$ cat src/rtl/approx_err_pkg.sv
// ----------------------------------------------------------------------------
// approx_err_pkg
// Shared definitions for the approximate-adder error accumulator:
//   - default operand width and window size
//   - FSM state encoding
//   - width-derivation helpers for error, square, SSE and signed-sum paths
// No ports (package).
// ----------------------------------------------------------------------------
package approx_err_pkg;

    localparam int DEF_WIDTH    = 16;
    localparam int DEF_WIN_LOG2 = 8;

    typedef enum logic [1:0] {
        ST_ACCUM = 2'd0,
        ST_DRAIN = 2'd1,
        ST_HOLD  = 2'd2
    } state_t;

    // Signed error: exact sum is WIDTH+1 unsigned, so the difference of two
    // WIDTH+1 unsigned values needs WIDTH+2 signed bits.
    function automatic int err_w(input int width);
        return width + 2;
    endfunction

    function automatic int sq_w(input int width);
        return 2 * err_w(width);
    endfunction

    // Window of 2**win_log2 squares never exceeds this width.
    function automatic int sse_w(input int width, input int win_log2);
        return 2 * width + 4 + win_log2;
    endfunction

    function automatic int sum_w(input int width, input int win_log2);
        return width + 2 + win_log2;
    endfunction

endpackage

$ cat src/rtl/approx_err_calc.sv
// ----------------------------------------------------------------------------
// approx_err_calc
// Combinational stage-1 error computation for one sample:
//   err = approx - (a + b), computed without truncation.
// Optional macro: APPROX_ERR_MAX_EN adds the |err| output used for max tracking.
// Ports:
//   a, b     in   WIDTH     operands of the monitored adder
//   approx   in   WIDTH+1   approximate sum under test
//   err      out  WIDTH+2   signed error
//   abs_err  out  WIDTH+2   magnitude of err (only with APPROX_ERR_MAX_EN)
// ----------------------------------------------------------------------------
module approx_err_calc
    import approx_err_pkg::*;
#(
    parameter int WIDTH = DEF_WIDTH
) (
    input  logic [WIDTH-1:0]                 a,
    input  logic [WIDTH-1:0]                 b,
    input  logic [WIDTH:0]                   approx,
    output logic signed [err_w(WIDTH)-1:0]   err
`ifdef APPROX_ERR_MAX_EN
    ,
    output logic [err_w(WIDTH)-1:0]          abs_err
`endif
);

    localparam int EW = err_w(WIDTH);

    logic [WIDTH:0]  exact;
    logic [EW-1:0]   diff;

    assign exact = {1'b0, a} + {1'b0, b};
    // Both terms zero-extended to the error width; the true difference always
    // fits, so the two's-complement wrap of the subtraction is exact.
    assign diff  = {1'b0, approx} - {1'b0, exact};
    assign err   = $signed(diff);

`ifdef APPROX_ERR_MAX_EN
    // The reachable error range is [-(2**(WIDTH+1)-2), 2**(WIDTH+1)-1], so the
    // negation never hits the unrepresentable minimum of EW bits.
    assign abs_err = diff[EW-1] ? ((~diff) + EW'(1)) : diff;
`endif

endmodule

$ cat src/rtl/approx_err_accum.sv
// ----------------------------------------------------------------------------
// approx_err_accum
// Measures the error of an approximate adder over windows of 2**WIN_LOG2
// samples. Stage 1 registers the signed error, stage 2 registers its square,
// and the accumulators gather SSE, signed error sum, nonzero-error count and
// (optionally) max |err|. The finished window is held until taken.
// Optional macro: APPROX_ERR_MAX_EN builds max-abs tracking; otherwise
// res_max_abs is tied to zero.
// Ports:
//   clk, rst_n        clock, async active-low reset
//   clr               synchronous abort of the current window (highest priority)
//   in_valid/in_ready sample handshake
//   in_a, in_b        operands (WIDTH)
//   in_approx         approximate sum (WIDTH+1)
//   res_valid/res_ready result handshake
//   res_sse           sum of squared errors
//   res_sum_err       signed sum of errors
//   res_max_abs       largest |err| in the window
//   res_err_cnt       number of samples with nonzero error
// ----------------------------------------------------------------------------
// state    | meaning
// ---------+------------------------------------------------------------
// ST_ACCUM | accepting samples until the window's last one is taken
// ST_DRAIN | no new samples; waiting for the pipeline to empty
// ST_HOLD  | result valid and frozen until the consumer takes it
// ----------------------------------------------------------------------------
module approx_err_accum
    import approx_err_pkg::*;
#(
    parameter int WIDTH    = DEF_WIDTH,
    parameter int WIN_LOG2 = DEF_WIN_LOG2
) (
    input  logic                                     clk,
    input  logic                                     rst_n,
    input  logic                                     clr,
    input  logic                                     in_valid,
    output logic                                     in_ready,
    input  logic [WIDTH-1:0]                         in_a,
    input  logic [WIDTH-1:0]                         in_b,
    input  logic [WIDTH:0]                           in_approx,
    output logic                                     res_valid,
    input  logic                                     res_ready,
    output logic [sse_w(WIDTH, WIN_LOG2)-1:0]        res_sse,
    output logic signed [sum_w(WIDTH, WIN_LOG2)-1:0] res_sum_err,
    output logic [WIDTH+1:0]                         res_max_abs,
    output logic [WIN_LOG2:0]                        res_err_cnt
);

    localparam int EW   = err_w(WIDTH);
    localparam int SQW  = sq_w(WIDTH);
    localparam int SSEW = sse_w(WIDTH, WIN_LOG2);

    state_t state;
    state_t state_next;

    logic                   accept;
    logic                   take;
    logic [WIN_LOG2-1:0]    sample_cnt;
    logic                   last_sample;

    logic signed [EW-1:0]   calc_err;
    logic                   s1_valid;
    logic signed [EW-1:0]   s1_err;
    logic signed [SQW-1:0]  sq_full;
    logic                   s2_valid;
    logic signed [EW-1:0]   s2_err;
    logic [SQW-1:0]         s2_sq;

`ifdef APPROX_ERR_MAX_EN
    logic [EW-1:0]          calc_abs;
    logic [EW-1:0]          s1_abs;
    logic [EW-1:0]          s2_abs;
`endif

    // clr wins over both handshakes in the same cycle.
    assign accept      = in_valid && in_ready && !clr;
    assign take        = res_valid && res_ready && !clr;
    assign last_sample = &sample_cnt;

    approx_err_calc #(
        .WIDTH (WIDTH)
    ) u_calc (
        .a       (in_a),
        .b       (in_b),
        .approx  (in_approx),
        .err     (calc_err)
`ifdef APPROX_ERR_MAX_EN
        ,
        .abs_err (calc_abs)
`endif
    );

    always_comb begin
        state_next = state;
        case (state)
            ST_ACCUM: if (accept && last_sample) state_next = ST_DRAIN;
            ST_DRAIN: if (!s1_valid && !s2_valid) state_next = ST_HOLD;
            ST_HOLD:  if (take) state_next = ST_ACCUM;
            default:  state_next = ST_ACCUM;
        endcase
        if (clr) state_next = ST_ACCUM;
    end

    // Handshake outputs are registered copies of the next state; in_ready
    // stays low throughout reset and rises on the first edge after release.
    always_ff @(posedge clk or negedge rst_n) begin
        if (!rst_n) begin
            state      <= ST_ACCUM;
            in_ready   <= 1'b0;
            res_valid  <= 1'b0;
            sample_cnt <= '0;
        end else begin
            state     <= state_next;
            in_ready  <= (state_next == ST_ACCUM);
            res_valid <= (state_next == ST_HOLD);
            if (clr || take) begin
                sample_cnt <= '0;
            end else if (accept) begin
                sample_cnt <= sample_cnt + 1'b1;
            end
        end
    end

    assign sq_full = s1_err * s1_err;

    always_ff @(posedge clk or negedge rst_n) begin
        if (!rst_n) begin
            s1_valid    <= 1'b0;
            s1_err      <= '0;
            s2_valid    <= 1'b0;
            s2_err      <= '0;
            s2_sq       <= '0;
            res_sse     <= '0;
            res_sum_err <= '0;
            res_err_cnt <= '0;
        end else if (clr) begin
            s1_valid    <= 1'b0;
            s2_valid    <= 1'b0;
            res_sse     <= '0;
            res_sum_err <= '0;
            res_err_cnt <= '0;
        end else begin
            s1_valid <= accept;
            if (accept) s1_err <= calc_err;
            s2_valid <= s1_valid;
            if (s1_valid) begin
                s2_err <= s1_err;
                s2_sq  <= sq_full;
            end
            // take only happens in ST_HOLD, where the pipeline is empty.
            if (take) begin
                res_sse     <= '0;
                res_sum_err <= '0;
                res_err_cnt <= '0;
            end else if (s2_valid) begin
                res_sse     <= res_sse + {{(SSEW-SQW){1'b0}}, s2_sq};
                res_sum_err <= res_sum_err + $signed({{WIN_LOG2{s2_err[EW-1]}}, s2_err});
                res_err_cnt <= res_err_cnt + {{WIN_LOG2{1'b0}}, (s2_err != '0)};
            end
        end
    end

`ifdef APPROX_ERR_MAX_EN
    always_ff @(posedge clk or negedge rst_n) begin
        if (!rst_n) begin
            s1_abs      <= '0;
            s2_abs      <= '0;
            res_max_abs <= '0;
        end else if (clr) begin
            res_max_abs <= '0;
        end else begin
            if (accept)   s1_abs <= calc_abs;
            if (s1_valid) s2_abs <= s1_abs;
            if (take) begin
                res_max_abs <= '0;
            end else if (s2_valid && (s2_abs > res_max_abs)) begin
                res_max_abs <= s2_abs;
            end
        end
    end
`else
    assign res_max_abs = '0;
`endif

endmodule

$ cat config.mk
export PLATFORM = sky130hd
export DESIGN_NAME = approx_err_accum
export DESIGN_NICKNAME = d
export VERILOG_FILES = /design/src/rtl/approx_err_pkg.sv /design/src/rtl/approx_err_calc.sv /design/src/rtl/approx_err_accum.sv
export SDC_FILE = /design/constraint.sdc
export NUM_CORES = 1
export LEC_CHECK = 0
export BUFFER_PORTS_ARGS = -buffer_cell sky130_fd_sc_hd__clkbuf_2
export CORE_MARGIN = 10
export CORE_UTILIZATION = 45
export CTS_BUF_LIST = sky130_fd_sc_hd__clkbuf_16
export DETAILED_ROUTE_END_ITERATION = 10
export PLACE_DENSITY = 0.71
export SYNTH_ARGS = -nofsm -noshare
export SYNTH_HDL_FRONTEND = slang
export SYNTH_SLANG_ARGS = --single-unit
export TNS_END_PERCENT = 50
$ cat constraint.sdc
create_clock -name clk -period 12.18 [get_ports clk]
set_clock_uncertainty 0.2 [all_clocks]
set_input_delay 1.827 -clock clk [delete_from_list [all_inputs] [get_ports clk]]
set_output_delay 1.827 -clock clk [all_outputs]
set_load 0.01 [all_outputs]
# After elaboration in Yosys (flattened, before gate mapping)
# Index checks and enable logic that the tools add are counted.
word_totals:
  output_inout_bits: 99
  ff_bits: 165
  inputBits: 54
op_classes:
  n_bitwise: 1
  multipliers: 1
  n_reduce_logical: 18
  n_mux: 18
  n_addsub: 6
  n_eq_ne: 3
ops:
  columns: ["operator", "n"]
  rows:
  - ["$mux W44", 3]
  - ["$mux W26", 3]
  - ["$add A44 B36 Y44", 1]
  - ["$mul A18 B18 Y36", 1]
  - ["$mux W9", 3]
  - ["$add A26 B18 Y26", 1]
  - ["$reduce_bool A18 Y1", 1]
  - ["$sub A17 B17 Y18", 1]
  - ["$add A16 B16 Y17", 1]
  - ["$mux W8", 2]
  - ["$add A9 B1 Y9", 1]
  - ["$add A8 B1 Y8 const B", 1]
  - ["$mux W2", 4]
  - ["$reduce_and A8 Y1", 1]
  - ["$logic_and A1 B1 Y1", 6]
  - ["$pmux W2 S3", 1]
  - ["$eq A2 B2 Y1 const B", 2]
  - ["$logic_not A2 Y1", 2]
  - ["$reduce_and A2 Y1", 2]
  - ["$logic_not A1 Y1", 3]
  - ["$reduce_bool A3 Y1", 1]
  - ["$eq A2 B1 Y1 const B", 1]
  - ["$mux W1", 2]
  - ["$reduce_bool A2 Y1", 1]
  - ["other kinds (2)", 2]

# Longest topological paths before layout
logic_depth:
  ltp_word: 7
  mapped_depth: 27
  mapped_depth_nobuf: 25

# By module
# Synthesis repeated with hierarchy kept, for this count alone.
hier_totals:
  hier_cells: 2449
  area_unflattened_um2: 22042.4
modules_own_cells:
  columns: ["mod", "seq_area_each_um2", "area_per_inst_um2", "cells_each", "instances"]
  rows:
  - ["approx_err_accum", 4078.9, 20778.7, 2285, 1]
  - ["approx_err_calc", 0.0, 1263.7, 164, 1]

# Worst setup path before layout
# No wires, ideal clock.
synth_timing:
  kind: "reg2reg"
  from: "register s1_err[11]"
  to: "register s2_sq[34]"
  slack_ns: 5.527
  arrival_ns: 6.367
  required_ns: 11.893
  path_stages_with_launch: 25
  n_path_buf: 3
  setup_ns: 0.087
  path_cell_list: "dfrtp_1 -> clkbuf_1 -> clkbuf_1 -> nand2_1 -> fa_1 -> fa_1 -> fa_1 -> inv_1 -> fa_1 -> fa_1 -> inv_1 -> fa_1 -> inv_1 -> ha_1 -> buf_6 -> and4_4 -> and3_4 -> a211oi_2 -> a211oi_1 -> a221oi_2 -> o21ai_2 -> nor4_2 -> nor3_1 -> or4b_1 -> o211ai_1"
synth_via:
  elab_chain_len: 1
synth_rtl:
  columns: ["element", "line", "source"]
  rows:
  - ["start, declared", "approx_err_accum.sv:63", "logic signed [EW-1:0] s1_err;"]
  - ["start signal, assigned", "approx_err_accum.sv:144", "if (accept) s1_err <= calc_err;"]
  - ["$mul A18 B18 Y36", "approx_err_accum.sv:124", "assign sq_full = s1_err * s1_err;"]
  - ["end signal, assigned", "approx_err_accum.sv:148", "s2_sq <= sq_full;"]
  - ["end, declared", "approx_err_accum.sv:67", "logic [SQW-1:0] s2_sq;"]
# No other way between the ends.
# A chain may end at the register's enable or synchronous reset.

# Final worst setup path
layout_timing:
  from: "register s1_err[4]"
  to: "register s2_sq[34]"
# The elaborated chain is that of the path after synthesis.

==> flow_metrics.tcl <==
set metrics [dict create \
    detail_route.wl_per_cell_um 17.0 \
    r2r_end "s2_sq[34]" \
    via_per_inst 5.27 \
    synth_top_area_cell "fa_1" \
    initial_core_util 0.456 \
    fin_setup_tns_ns 0 \
    final_cell_mix "inv_1, fa_1, nand2_1" \
    rsz0062_at_grt "no" \
    cp_max_fo 19 \
    fillers 4443 \
    end_kind "flip-flop" \
    run_status "finished, final reports clean" \
    path_class "flip-flop to flip-flop" \
    yosys_warnings 0 \
    num_vias 16400 \
    clock-root-buffer "clkbuf_16" \
    cts_tree "done" \
    io_pins 153 \
    finalCritPeriodShare 0.634 \
    firstDrtPassIters 5 \
    async_flop_share 1.00 \
    gr-usage-all-layers 0.189 \
    place_congestion 0.901 \
    cts_buffer_depth 2 \
    drc 0 \
    cts_resized 0 \
    drv_cap 0 \
    drive_gt1_frac 0.0810 \
    critPathLaunch "s1_err[4]" \
    r2r_cells 23 \
    grt_antenna_before_repair 0 \
    syn_area_per_cell_um2 9.06 \
    cts_hold_buf 0 \
    worst_slew_pin_slew_ns 1.06 \
    grt_start_max_net_pins 103 \
    grt_pass1_vias 17300 \
    die_h_um 240 \
    period_needed_ns 7.72 \
    postSynthCellCount 2408 \
    clock_latency_ns 0.47 \
    num_rows 80 \
    required_ns 12.36 \
    final_common_cell "inv_1" \
    grt_first_pass_wirelength_um 88200 \
    ys_top_cells_by_area "fa_1, dfrtp_1, ha_1" \
    synth_top_area_frac 0.284 \
    ys_seq_elements 163 \
    cts_setup_buffers 0 \
    slew_violations 0 \
    cp-endpoint "s2_sq[34]" \
    fmax_ghz 0.130 \
    finalHoldViolations 0 \
    core_um2 47800 \
    port_buffers 134 \
    synth_edf_count 0 \
    die_area_um2 57700 \
    cp.arrival_ns 7.90 \
    syn_area_um2 21800 \
    cp-start-kind "flip-flop" \
    finalNetCount 3047 \
    ys_types 87 \
    ys_seq_area_frac 0.187 \
    dr.first_iter.drc_count 888 \
    hp-class "flip-flop to flip-flop" \
    clk_pin_slew_ns 0.07 \
    slew_headroom 0.293 \
    cts_max_level 4 \
    wl_um 53000 \
    ant_nets 0 \
    diodes 0 \
    ys.flop_type "dfrtp_1" \
    synthToLayoutAreaGrowth_pct 7.72 \
    grt_remaining_overflow 0 \
    setup_viol 0 \
    die_x_um 240 \
    cts_inserted_buffers 17 \
    cts.sink_count 163 \
    timing.rr.start "s1_err[4]" \
    hpwlAfterDp_um 42500 \
    rrSetupSlack_ns 4.46 \
]
-- stage by stage --
stage / area [um^2] / hold slack, ns / std cells / setup slack, ns / util
after CTS: 23500 / 0.284 / 3121 / 4.55 / 0.491
final: 23500 / 0.281 / 3121 / 4.46 / 0.491
after floorplan: 21900 / 0.242 / 2425 / 5.53 / -
after global routing: 23500 / 0.300 / 3121 / 4.07 / 0.491
after global placement: 22900 / 0.266 / 3089 / 4.83 / 0.479
after detailed placement: 22900 / 0.271 / 3089 / 4.59 / 0.479
-- worst min path at each step --
stage / cells past startpoint / slack [ns] / endpoint / start
2_1_floorplan: 1 / 0.24 / state[0] / state[1]
3_3_place_gp: 2 / 0.27 / s1_err[8] / s1_err[8]
3_5_place_dp: 2 / 0.27 / s2_sq[2] / s2_sq[2]
4_1_cts: 1 / 0.28 / state[0] / state[1]
5_1_grt: 1 / 0.30 / state[0] / state[1]
6_report: 1 / 0.28 / state[0] / state[1]
-- layer usage --
metal	GRT usage	part of all wire
met1	0.228	0.41
met2	0.343	0.52
met3	0.0236	0.043
met4	0.0625	0.027
met5	0	0
-- flip-flops by register name (all words and copies together) (netlist names) --
register	flops
s2_err	18
in_ready	1
s1_err	18
sample_cnt	8
s1_valid	1
s2_sq	34
s2_valid	1
res_err_cnt	9
res_valid	1
res_sum_err	26
state	2
res_sse	44
-- synthesized netlist by cell type (all sizes together) (11+ instances only) --
master,n
a211oi,17
a21o,42
a21oi,95
a31oi,12
and2,50
buf,28
clkbuf,65
dfrtp,163
fa,309
ha,191
inv,483
mux2i,49
nand2,262
nand2b,17
nand3,34
nand4,18
nor2,150
nor2b,19
nor3,25
o21a,11
o21ai,95
o21bai,12
o31ai,12
xnor2,74
xor2,52
-- cell type report --
type,count,area (um^2),share of cell area
Timing Repair Buffer,143,744,0.0317
Clock inverter,15,135,0.00575
Sequential cell,163,4080,0.174
Tap cell,615,769,0.0327
Clock buffer,17,425,0.0181
Multi-Input combinational cell,1684,15500,0.661
Inverter,484,1820,0.0773
-- critical path, stage by stage, from the launching register on --
cell and delay [ns]:
dfrtp_1 0.88, inv_1 0.33, nor2_1 0.32, fa_1 0.49
fa_1 0.55, inv_1 0.06, fa_1 0.48, fa_1 0.55
inv_1 0.05, fa_1 0.48, inv_1 0.05, fa_1 0.48
inv_1 0.04, ha_1 0.36, and4_4 0.24, and4_1 0.21
a211oi_2 0.30, a211oi_1 0.24, a221oi_2 0.40, o21ai_2 0.13
nor4_2 0.14, nor3_1 0.08, or4b_1 0.48, o211ai_1 0.09
-- cells by family (layout without fill, tap and decap cells) --
logic type	count (synthesis)	after routing	share of synthesized area
compound gates	357	357	0.108
xor+xnor	126	126	0.0506
fa+ha+maj	500	500	0.393
buf+inv	578	659	0.104
flops	163	163	0.187
mux	49	49	0.0225
other cells	1	18	0.000172
simple gates	634	634	0.135
Power is not shown: default switching activity piles up to over one toggle a cycle in this logic, so the estimate is an artifact.
